### config.mk
export PLATFORM = sky130hd
export DESIGN_NAME = alu_seq_risc
export DESIGN_NICKNAME = d
export VERILOG_FILES = /design/src/rtl/alu_risc_pkg.sv /design/src/rtl/mul_shift_add_risc.sv /design/src/rtl/alu_seq_risc.sv
export SDC_FILE = /design/constraint.sdc
export NUM_CORES = 1
export LEC_CHECK = 0
export ABC_AREA = 1
export CORE_AREA = 2 2 93 95
export CTS_CLUSTER_DIAMETER = 100
export DETAILED_ROUTE_END_ITERATION = 8
export DIE_AREA = 0 0 95 97
export PLACE_DENSITY = 0.83
export SETUP_SLACK_MARGIN = 0.1
export SLEW_MARGIN = 20
export SYNTH_ARGS = -nofsm -noshare
export SYNTH_HDL_FRONTEND = slang
export SYNTH_HIERARCHICAL = 1
export SYNTH_SLANG_ARGS = --single-unit
### constraint.sdc
create_clock -name clk -period 7 [get_ports clk]
set_input_delay 1.05 -clock clk [delete_from_list [all_inputs] [get_ports clk]]
set_output_delay 1.05 -clock clk [all_outputs]
set_load 0.02 [all_outputs]
### src/rtl/alu_risc_pkg.sv
// alu_risc_pkg -- shared definitions for the sequential RISC ALU.
//   Opcode encodings (4-bit). RD/WR/BR/BRZ/BRO and the unused codes have no
//   entry here: they decode as NOP.
//   FSM state type for alu_seq_risc.
package alu_risc_pkg;

  localparam logic [3:0] OP_NOP = 4'b0000;
  localparam logic [3:0] OP_ADD = 4'b0001;
  localparam logic [3:0] OP_SUB = 4'b0010;
  localparam logic [3:0] OP_AND = 4'b0011;
  localparam logic [3:0] OP_NOT = 4'b0100;
  localparam logic [3:0] OP_MUL = 4'b1010;
  localparam logic [3:0] OP_OR  = 4'b1011;
  localparam logic [3:0] OP_XOR = 4'b1100;

  typedef enum logic [1:0] {
    IDLE    = 2'd0,
    MUL_RUN = 2'd1,
    DONE    = 2'd2
  } alu_state_e;

endpackage

### src/rtl/mul_shift_add_risc.sv
// mul_shift_add_risc -- unsigned shift-add multiplier, one multiplier bit per
// clock. Operands are captured on start_i; done_o is asserted during the cycle
// whose closing edge performs the final iteration, and product_o then carries
// the completed 2*WORD_SIZE product (the accumulator's next value).
//   clk_i      rising-edge clock
//   rst_ni     asynchronous active-low reset
//   start_i    capture operands and begin (only honoured while idle by caller)
//   mcand_i    multiplicand
//   mplier_i   multiplier (scanned LSB first)
//   done_o     final-iteration strobe
//   product_o  product, valid while done_o is high
// Build option: ALU_SEQ_EARLY_TERM_EN stops as soon as the remaining shifted
// multiplier is zero (at least one iteration); otherwise WORD_SIZE iterations.
module mul_shift_add_risc #(
  parameter int WORD_SIZE = 8
) (
  input  logic                   clk_i,
  input  logic                   rst_ni,
  input  logic                   start_i,
  input  logic [WORD_SIZE-1:0]   mcand_i,
  input  logic [WORD_SIZE-1:0]   mplier_i,
  output logic                   done_o,
  output logic [2*WORD_SIZE-1:0] product_o
);

  localparam int CNT_W = $clog2(WORD_SIZE);

  logic                   active_q;
  logic [2*WORD_SIZE-1:0] acc_q;
  logic [2*WORD_SIZE-1:0] acc_d;
  logic [2*WORD_SIZE-1:0] mcand_q;
  logic [WORD_SIZE-1:0]   mplier_q;
  logic [CNT_W-1:0]       cnt_q;
  logic                   last;

  assign acc_d = mplier_q[0] ? (acc_q + mcand_q) : acc_q;

`ifdef ALU_SEQ_EARLY_TERM_EN
  // Bits above the one consumed this cycle are all zero: nothing left to add.
  assign last = (mplier_q[WORD_SIZE-1:1] == '0) ||
                (cnt_q == CNT_W'(WORD_SIZE - 1));
`else
  assign last = (cnt_q == CNT_W'(WORD_SIZE - 1));
`endif

  assign done_o    = active_q && last;
  assign product_o = acc_d;

  always_ff @(posedge clk_i or negedge rst_ni) begin
    if (!rst_ni) begin
      active_q <= 1'b0;
      acc_q    <= '0;
      mcand_q  <= '0;
      mplier_q <= '0;
      cnt_q    <= '0;
    end else if (start_i) begin
      active_q <= 1'b1;
      acc_q    <= '0;
      mcand_q  <= {{WORD_SIZE{1'b0}}, mcand_i};
      mplier_q <= mplier_i;
      cnt_q    <= '0;
    end else if (active_q) begin
      acc_q    <= acc_d;
      mcand_q  <= mcand_q << 1;
      mplier_q <= mplier_q >> 1;
      cnt_q    <= cnt_q + CNT_W'(1);
      if (last) begin
        active_q <= 1'b0;
      end
    end
  end

endmodule

### src/rtl/alu_seq_risc.sv
// alu_seq_risc -- sequential RISC ALU. Single-cycle logic/arith ops and a
// multi-cycle unsigned MUL via mul_shift_add_risc.
//   clk            rising-edge clock
//   Reset_n        asynchronous active-low reset
//   start          one-cycle request; sel/data_1/data_2 sampled on that edge
//   sel            opcode
//   data_1,data_2  operands
//   busy           operation in progress (MUL_RUN or DONE); start ignored
//   done           one-cycle pulse, results valid
//   alu_out        result (MUL: low half)
//   mul_hi         MUL high half, 0 otherwise
//   zero_flag, overflow_flag, carry_flag  result flags
// Build option: ALU_SEQ_EARLY_TERM_EN (MUL early termination, latency only).
module alu_seq_risc
  import alu_risc_pkg::*;
#(
  parameter int WORD_SIZE = 8,
  parameter int OP_SIZE   = 4
) (
  input  logic                 clk,
  input  logic                 Reset_n,
  input  logic                 start,
  input  logic [OP_SIZE-1:0]   sel,
  input  logic [WORD_SIZE-1:0] data_1,
  input  logic [WORD_SIZE-1:0] data_2,
  output logic                 busy,
  output logic                 done,
  output logic [WORD_SIZE-1:0] alu_out,
  output logic [WORD_SIZE-1:0] mul_hi,
  output logic                 zero_flag,
  output logic                 overflow_flag,
  output logic                 carry_flag
);

  alu_state_e state_q, state_d;

  logic                   is_mul;
  logic                   mul_start;
  logic                   mul_done;
  logic                   res_load;
  logic [2*WORD_SIZE-1:0] product;
  logic [WORD_SIZE:0]     sum_w;
  logic [WORD_SIZE-1:0]   diff;

  logic [WORD_SIZE-1:0] alu_out_q, alu_out_d;
  logic [WORD_SIZE-1:0] mul_hi_q, mul_hi_d;
  logic                 zero_q, zero_d;
  logic                 ovf_q, ovf_d;
  logic                 carry_q, carry_d;

  assign is_mul = (sel == OP_SIZE'(OP_MUL));
  assign sum_w  = {1'b0, data_1} + {1'b0, data_2};
  assign diff   = data_2 - data_1;

  mul_shift_add_risc #(
    .WORD_SIZE(WORD_SIZE)
  ) u_mul (
    .clk_i    (clk),
    .rst_ni   (Reset_n),
    .start_i  (mul_start),
    .mcand_i  (data_1),
    .mplier_i (data_2),
    .done_o   (mul_done),
    .product_o(product)
  );

  always_comb begin
    state_d   = state_q;
    mul_start = 1'b0;
    res_load  = 1'b0;
    case (state_q)
      IDLE: begin
        if (start) begin
          mul_start = is_mul;
          res_load  = !is_mul;
          state_d   = is_mul ? MUL_RUN : DONE;
        end
      end
      MUL_RUN: begin
        if (mul_done) begin
          res_load = 1'b1;
          state_d  = DONE;
        end
      end
      DONE:    state_d = IDLE;
      default: state_d = IDLE;
    endcase
  end

  // Non-MUL results are computed straight from the inputs on the start edge,
  // so the result registers double as the operand/opcode capture.
  always_comb begin
    alu_out_d = '0;
    mul_hi_d  = '0;
    zero_d    = 1'b0;
    ovf_d     = 1'b0;
    carry_d   = 1'b0;
    if (state_q == MUL_RUN) begin
      alu_out_d = product[WORD_SIZE-1:0];
      mul_hi_d  = product[2*WORD_SIZE-1:WORD_SIZE];
      zero_d    = (product == '0);
      ovf_d     = (product[2*WORD_SIZE-1:WORD_SIZE] != '0);
    end else begin
      case (sel)
        OP_SIZE'(OP_ADD): begin
          alu_out_d = sum_w[WORD_SIZE-1:0];
          carry_d   = sum_w[WORD_SIZE];
          ovf_d     = (data_1[WORD_SIZE-1] == data_2[WORD_SIZE-1]) &&
                      (sum_w[WORD_SIZE-1] != data_1[WORD_SIZE-1]);
        end
        OP_SIZE'(OP_SUB): begin
          alu_out_d = diff;
          carry_d   = (data_1 > data_2);
          ovf_d     = (data_1[WORD_SIZE-1] != data_2[WORD_SIZE-1]) &&
                      (diff[WORD_SIZE-1] != data_2[WORD_SIZE-1]);
        end
        OP_SIZE'(OP_AND): alu_out_d = data_1 & data_2;
        OP_SIZE'(OP_NOT): alu_out_d = ~data_2;
        OP_SIZE'(OP_OR):  alu_out_d = data_1 | data_2;
        OP_SIZE'(OP_XOR): alu_out_d = data_1 ^ data_2;
        default:          alu_out_d = '0;
      endcase
      zero_d = (alu_out_d == '0);
    end
  end

  always_ff @(posedge clk or negedge Reset_n) begin
    if (!Reset_n) begin
      state_q   <= IDLE;
      alu_out_q <= '0;
      mul_hi_q  <= '0;
      zero_q    <= 1'b0;
      ovf_q     <= 1'b0;
      carry_q   <= 1'b0;
    end else begin
      state_q <= state_d;
      if (res_load) begin
        alu_out_q <= alu_out_d;
        mul_hi_q  <= mul_hi_d;
        zero_q    <= zero_d;
        ovf_q     <= ovf_d;
        carry_q   <= carry_d;
      end
    end
  end

  assign busy          = (state_q != IDLE);
  assign done          = (state_q == DONE);
  assign alu_out       = alu_out_q;
  assign mul_hi        = mul_hi_q;
  assign zero_flag     = zero_q;
  assign overflow_flag = ovf_q;
  assign carry_flag    = carry_q;

endmodule

==> flow_summary.yaml, run 1 <==
global_routing:
  gr-usage-all-layers_pct: 32.4
  met3_usage_pct: 5.76
  grt_pass1_wl_microns: 23500
  grt_start_max_net_pins: 66
  antenna_found_initial: 0
  met2_usage_pct: 52.1
  grt_overflow_total: 0
  first_global_vias: 4907
  busiest_layer: "met2"
  use_met1_pct: 44.3
place:
  port_buffers: 43
  dp_slack_ns: 3.20
  dp.cells: 886
  place_congestion: 0.870
  dp_hpwl_microns: 11000
clocking:
  clk_latency_ns: 0.35
  cts_sinks: 65
  cts.path.max_buffers: 2
  clk_pin_slew_ns: 0.07
  hold_buffers: 0
  cts_resized: 0
  cts_setup_buffers: 0
  cts_tree: "done"
  htree_levels: 3
  cts_root_buffer: "clkbuf_8"
  numCtsBuffers: 9
drt:
  drc: 0
  totalWireLength_microns: 14100
  drtPass1Iterations: 8
  vias: 5094
  drtIter0Drc: 465
  ant_nets: 0
  via_per_inst: 5.65
  wire_per_inst_microns: 15.7
setup_path:
  arrival_ns: 3.84
  crit_fanout: 24
  cp-start-kind: "input pin"
  path_class: "in2reg"
  worstSetupEndpointType: "flop"
  cp.required_ns: 7.26
layout:
  layout_common_cells: "nand2_1, inv_1, nand3_1, dfrtp_1, nor2_1"
  nNetsFinal: 860
  syn_to_final_growth_pct: 13.0
  diodes: 0
  fin_cells: 901
  layout-drive-gt1-share_pct: 5.90
  final_common_cell: "nand2_1"
sta:
  finalSetupViolCount: 0
  tightest_slew_ns: 0.888
  fin_crit_sh_pct: 51.2
  rsz0062_at_grt: "no"
  slew_headroom_pct: 40.6
  clock_skew_ns: 0.0156
  finalMaxSlewViolations: 0
  hold_viol: 0
  fin_crit_ns: 3.58
  setup_tns_ns: 0
  timing.fmax_mhz: 279
  setup_slack_ns: 3.42
floorplanning:
  dieWidth_microns: 95
  num_rows: 33
  fp.dieH_microns: 97
  top_level_ports: 44
  start_util_pct: 63.0
  dieArea_sq_um: 9220
  core_area_sq_um: 8130
run:
  cap_viol_max_count: 0
yosys:
  syn_inst: 753
  yosys_warnings: 6
  mappedNetlistNets: 821
  synth_largest_area_cell: "dfrtp_1"
  ys_seq_area_share_pct: 31.7
  synth_cell_type_count: 37
  syn-cell-area_sq_um: 5120
  yosys_register_bits: 65
  avgSynthCellArea_sq_um: 6.80
  synth_top_area_share_pct: 31.7
  synth_area_leaders: "dfrtp_1, nand2_1, ha_1, inv_1, nand3_1"
power_and_ir_drop:
  p_leak_nw: 3.09
  vdd_drop_max_mv: 0.279
  p_per_area_nw_per_um2: 351
hold_path:
  min_path_type: "reg2reg"
status:
  status: "completed"
## where the power goes
group	switching (mW)	internal (mW)	leakage, nW
clock network	0.155	0.182	0.0937
logic	0.694	0.397	2.15
registers	0.108	0.494	0.845
total	0.957	1.07	3.09
## path summary, 6_finish.rpt
path                                            start                       endpoint  slack, ns  cells after the start
max                                            sel[3]  u_mul/mplier_q[6]$_DFFE_PN0P_       3.42                      9
min                             mul_hi[5]$_DFFE_PN0P_          mul_hi[5]$_DFFE_PN0P_       0.48                      2
max reg2reg                u_mul/acc_q[0]$_DFFE_PN0P_      overflow_flag$_DFFE_PN0P_       4.19                     17
min reg2reg                     mul_hi[5]$_DFFE_PN0P_          mul_hi[5]$_DFFE_PN0P_       0.48                      2
max in group asynchronous                     Reset_n   u_mul/mcand_q[7]$_DFFE_PN0P_       5.59                      2
min in group asynchronous                     Reset_n    u_mul/acc_q[10]$_DFFE_PN0P_       0.87                      2
## sequential cells by signal, indices dropped and copies added (netlist names)
name,flops
u_mul/mplier_q,8
zero_flag,1
u_mul/mcand_q,16
mul_hi,8
state_q,2
u_mul/acc_q,16
u_mul/active_q,1
u_mul/cnt_q,3
carry_flag,1
alu_out,8
overflow_flag,1
## synthesized netlist by cell type
cell        n
o21ai_1     8
buf_4       3
a22o_1      3
nor2_2      6
buf_2       7
xnor2_1     6
a21o_1      1
o21ai_0    31
nor2_4      1
nand4_1     1
a21boi_0    2
nand2_1   228
o22ai_1    17
inv_1     112
nor2_1     57
o21a_1      1
a21oi_2     1
o21ai_2     2
and2_1      9
a21oi_1    25
nand3_1    77
fa_1        3
nor3_1      2
o221ai_1    9
or2_2       7
clkbuf_1    4
dfrtp_1    65
inv_2       8
clkbuf_8    1
xor2_1      3
buf_6       2
or2_0       1
nand3b_1    1
nand2_2     2
ha_1       42
nor4_1      3
nand3_2     2
## kinds of logic after synthesis
family / Yosys count / synth area share [%]
XOR/XNOR: 9 / 1.54
buffers and inverters: 137 / 10.9
flip-flops: 65 / 31.7
AO/OA/AOI/OAI: 100 / 11.5
adder cells (fa/ha/maj): 45 / 11.4
AND/OR/NAND/NOR: 397 / 32.9
## routing by layer
metal  up-vias  part of all wire, %
met1      2383                   44
met4         0                  2.4
met2       201                   47
met5         -                    0
li1       2475                    -
met3        35                  7.3
## per-stage QoR
stage | power (mW) | utilization [%] | hold WS [ns] | area [sq um]
after detailed placement | 1.67 | 68.7 | 0.460 | 5590
after floorplan | 1.38 | - | 0.464 | 5120
after CTS | 2.01 | 71.2 | 0.479 | 5790
after global placement | 1.63 | 68.7 | 0.456 | 5590
final | 2.03 | 71.2 | 0.477 | 5790
after global routing | 2.19 | 71.2 | 0.503 | 5790
## final cells by class
| class | instances | area, sq um |
|---|---|---|
| tap | 105 | 131 |
| clock buffer | 11 | 151 |
| fill | 729 | 2340 |
| sequential | 65 | 1630 |
| multi-input combinational | 551 | 2940 |
| inverter | 120 | 450 |
| timing repair buffer | 45 | 440 |
| clock inverter | 4 | 52.6 |
## critical path: stages
cell and delay, ns:
clkdlybuf4s50_1 0.55, inv_2 0.06, nor2_2 0.23, nand2_1 0.14
nor2_1 0.69, nor2_2 0.36, inv_2 0.43, o22ai_1 0.15
a21oi_1 0.17
Power figures use the tool's default switching activity.
==> run 2: changes to the inputs <==
--- a/config.mk
+++ b/config.mk
@@ -6,11 +6,11 @@
 export NUM_CORES = 1
 export LEC_CHECK = 0
 export ABC_AREA = 1
-export CORE_AREA = 2 2 93 95
+export CORE_AREA = 2 2 97 99
 export CTS_CLUSTER_DIAMETER = 100
 export DETAILED_ROUTE_END_ITERATION = 8
-export DIE_AREA = 0 0 95 97
-export PLACE_DENSITY = 0.83
+export DIE_AREA = 0 0 99 101
+export PLACE_DENSITY = 0.77
 export SETUP_SLACK_MARGIN = 0.1
 export SLEW_MARGIN = 20
 export SYNTH_ARGS = -nofsm -noshare
==> constraint.sdc (replaced) <==
create_clock -name clk -period 3.6 [get_ports clk]
set_input_delay 0.54 -clock clk [delete_from_list [all_inputs] [get_ports clk]]
set_output_delay 0.54 -clock clk [all_outputs]
set_load 0.02 [all_outputs]
==> flow_summary.yaml, run 2 (same netlist as run 1, synthesis figures left out) <==
status:
  status: "completed"
layout:
  syn_to_final_growth_pct: 13.1
  diodes: 0
  final_common_cell: "nand2_1"
  layout-drive-gt1-share_pct: 6.38
  final-seq-area_sq_um: 1630
  top_regs: "u_mul/acc_q: 16 flops, u_mul/mcand_q: 16 flops"
  nNetsFinal: 863
  fill_cells: 804
  final_cell_area_sq_um: 5800
  layout_common_cells: "nand2_1, inv_1, nand3_1, dfrtp_1, nor2_1"
  multi_input_area_sq_um: 2940
place:
  place_congestion: 0.932
  placed_area_sq_um: 5620
  port_buffers: 43
  dp_hpwl_microns: 10800
drt:
  drtIter0Drc: 273
  via_per_inst: 5.50
  ant_nets: 0
  wire_per_inst_microns: 15.3
  vias: 5010
  drtPass1Iterations: 5
  drc: 0
  totalWireLength_microns: 13900
clocking:
  cts.path.max_buffers: 2
  numCtsBuffers: 9
  cts_setup_buffers: 0
  clk_latency_ns: 0.34
  clk_pin_slew_ns: 0.08
  htree_levels: 3
  cts_root_buffer: "clkbuf_8"
  cts_sinks: 65
  hold_buffers: 0
  cts_tree: "done"
  cts_resized: 0
setup_path:
  crit_fanout: 3
  rr_worst_depth: 17
  cp.required_ns: 3.84
  cp_common_cell: "nand2_1"
  reg2reg_setup_slack_ns: 0.88
  critical-path-max-stage-delay_ns: 0.42
  worst-path-buf-inv: 1
  worstSetupEndpointType: "flop"
  cp-start-kind: "flop"
  r2r-end: "overflow_flag$_DFFE_PN0P_"
  path_class: "reg2reg"
  crit_chain: "ha_1 -> fa_1 -> nand3_1 -> nand2_1 -> nand2_1 -> nand2_1 -> nand2_1 -> nand2_1 -> nand2_1 -> nand3_1 -> and2_1 -> nor4_1 -> nand2_1 -> o21ai_0 -> inv_1 -> nand2_1 -> nand2_1"
  reg2reg_from: "u_mul/acc_q[0]$_DFFE_PN0P_"
  slowest_stage: "fa_1"
  arrival_ns: 2.95
  cp_top_family: "simple AND/OR/NAND/NOR gates"
power_and_ir_drop:
  p_leak_nw: 3.10
  vdd_drop_max_mv: 0.329
  p_per_area_nw_per_um2: 659
sta:
  tightest_slew_ns: 0.893
  setup_tns_ns: 0
  fin_crit_sh_pct: 75.4
  fin_crit_ns: 2.72
  clock_skew_ns: 0.00911
  slew_headroom_pct: 40.4
  finalMaxSlewViolations: 0
  timing.fmax_mhz: 368
  rsz0062_at_grt: "no"
  finalSetupViolCount: 0
  hold_viol: 0
floorplanning:
  dieArea_sq_um: 10000
  top_level_ports: 44
  dieWidth_microns: 99
  num_rows: 35
  core_area_sq_um: 8980
  start_util_pct: 57.1
  fp.dieH_microns: 101
global_routing:
  grt_start_max_net_pins: 30
  grt_overflow_total: 0
  gr-usage-all-layers_pct: 29.4
  first_global_vias: 4958
  antenna_found_initial: 0
  grt_pass1_wl_microns: 23600
hold_path:
  min_path_type: "in2async"
run:
  cap_viol_max_count: 0
## run 2: worst register-to-register path, cell delays in order, from the launching register on
cell and delay, ns:
dfrtp_1 0.40, ha_1 0.25, fa_1 0.42, nand3_1 0.09, nand2_1 0.09, nand2_1 0.07
nand2_1 0.10, nand2_1 0.11, nand2_1 0.05, nand2_1 0.05, nand3_1 0.07, and2_1 0.24
nor4_1 0.24, nand2_1 0.11, o21ai_0 0.15, inv_1 0.05, nand2_1 0.07, nand2_1 0.05
## run 2: worst max path at each step
stage                                           from                            to  slack, ns  cells after the start
after floorplan           u_mul/acc_q[0]$_DFFE_PN0P_     overflow_flag$_DFFE_PN0P_       1.23                     17
after global placement                        sel[2]  u_mul/mcand_q[1]$_DFFE_PN0P_       0.69                      9
after detailed placement                      sel[2]  u_mul/mcand_q[1]$_DFFE_PN0P_       0.60                      9
after CTS                 u_mul/acc_q[0]$_DFFE_PN0P_     overflow_flag$_DFFE_PN0P_       0.88                     17
after global routing      u_mul/acc_q[0]$_DFFE_PN0P_     overflow_flag$_DFFE_PN0P_       0.59                     17
final                     u_mul/acc_q[0]$_DFFE_PN0P_     overflow_flag$_DFFE_PN0P_       0.88                     17
## run 2: power breakdown
part / leakage, nW / switching (mW) / internal (mW)
combinational: 2.17 / 1.31 / 0.767
sequential: 0.845 / 0.211 / 0.961
clock: 0.0887 / 0.306 / 0.270
## run 2: cell type report
| type | instances | share of cell area, % |
|---|---|---|
| Clock inverter | 6 | 0.734 |
| Sequential cell | 65 | 28.1 |
| Tap cell | 111 | 2.40 |
| Clock buffer | 10 | 2.37 |
| Timing Repair Buffer | 48 | 7.99 |
| Inverter | 120 | 7.77 |
| Multi-Input combinational cell | 551 | 50.7 |
## run 2: metal layers
| layer | share of wire [%] | track usage, % | up-vias |
|---|---|---|---|
| met1 | 44 | 38.5 | 2332 |
| met3 | 5.1 | 3.88 | 26 |
| met4 | 2.8 | 11.0 | 0 |
| li1 | - | - | 2490 |
| met2 | 48 | 49.8 | 162 |
| met5 | 0 | 0 | - |
## run 2: through the flow
stage / power [mW] / utilization (%) / setup slack, ns / instances / hold slack (ns)
6_report: 3.82 / 64.6 / 0.884 / 911 / 0.186
5_1_grt: 4.15 / 64.6 / 0.592 / 911 / 0.226
4_1_cts: 3.81 / 64.6 / 0.877 / 911 / 0.188
3_5_place_dp: 3.22 / 62.6 / 0.599 / 895 / 0.458
3_3_place_gp: 3.15 / 62.6 / 0.689 / 895 / 0.455
2_1_floorplan: 2.69 / - / 1.23 / 753 / 0.244
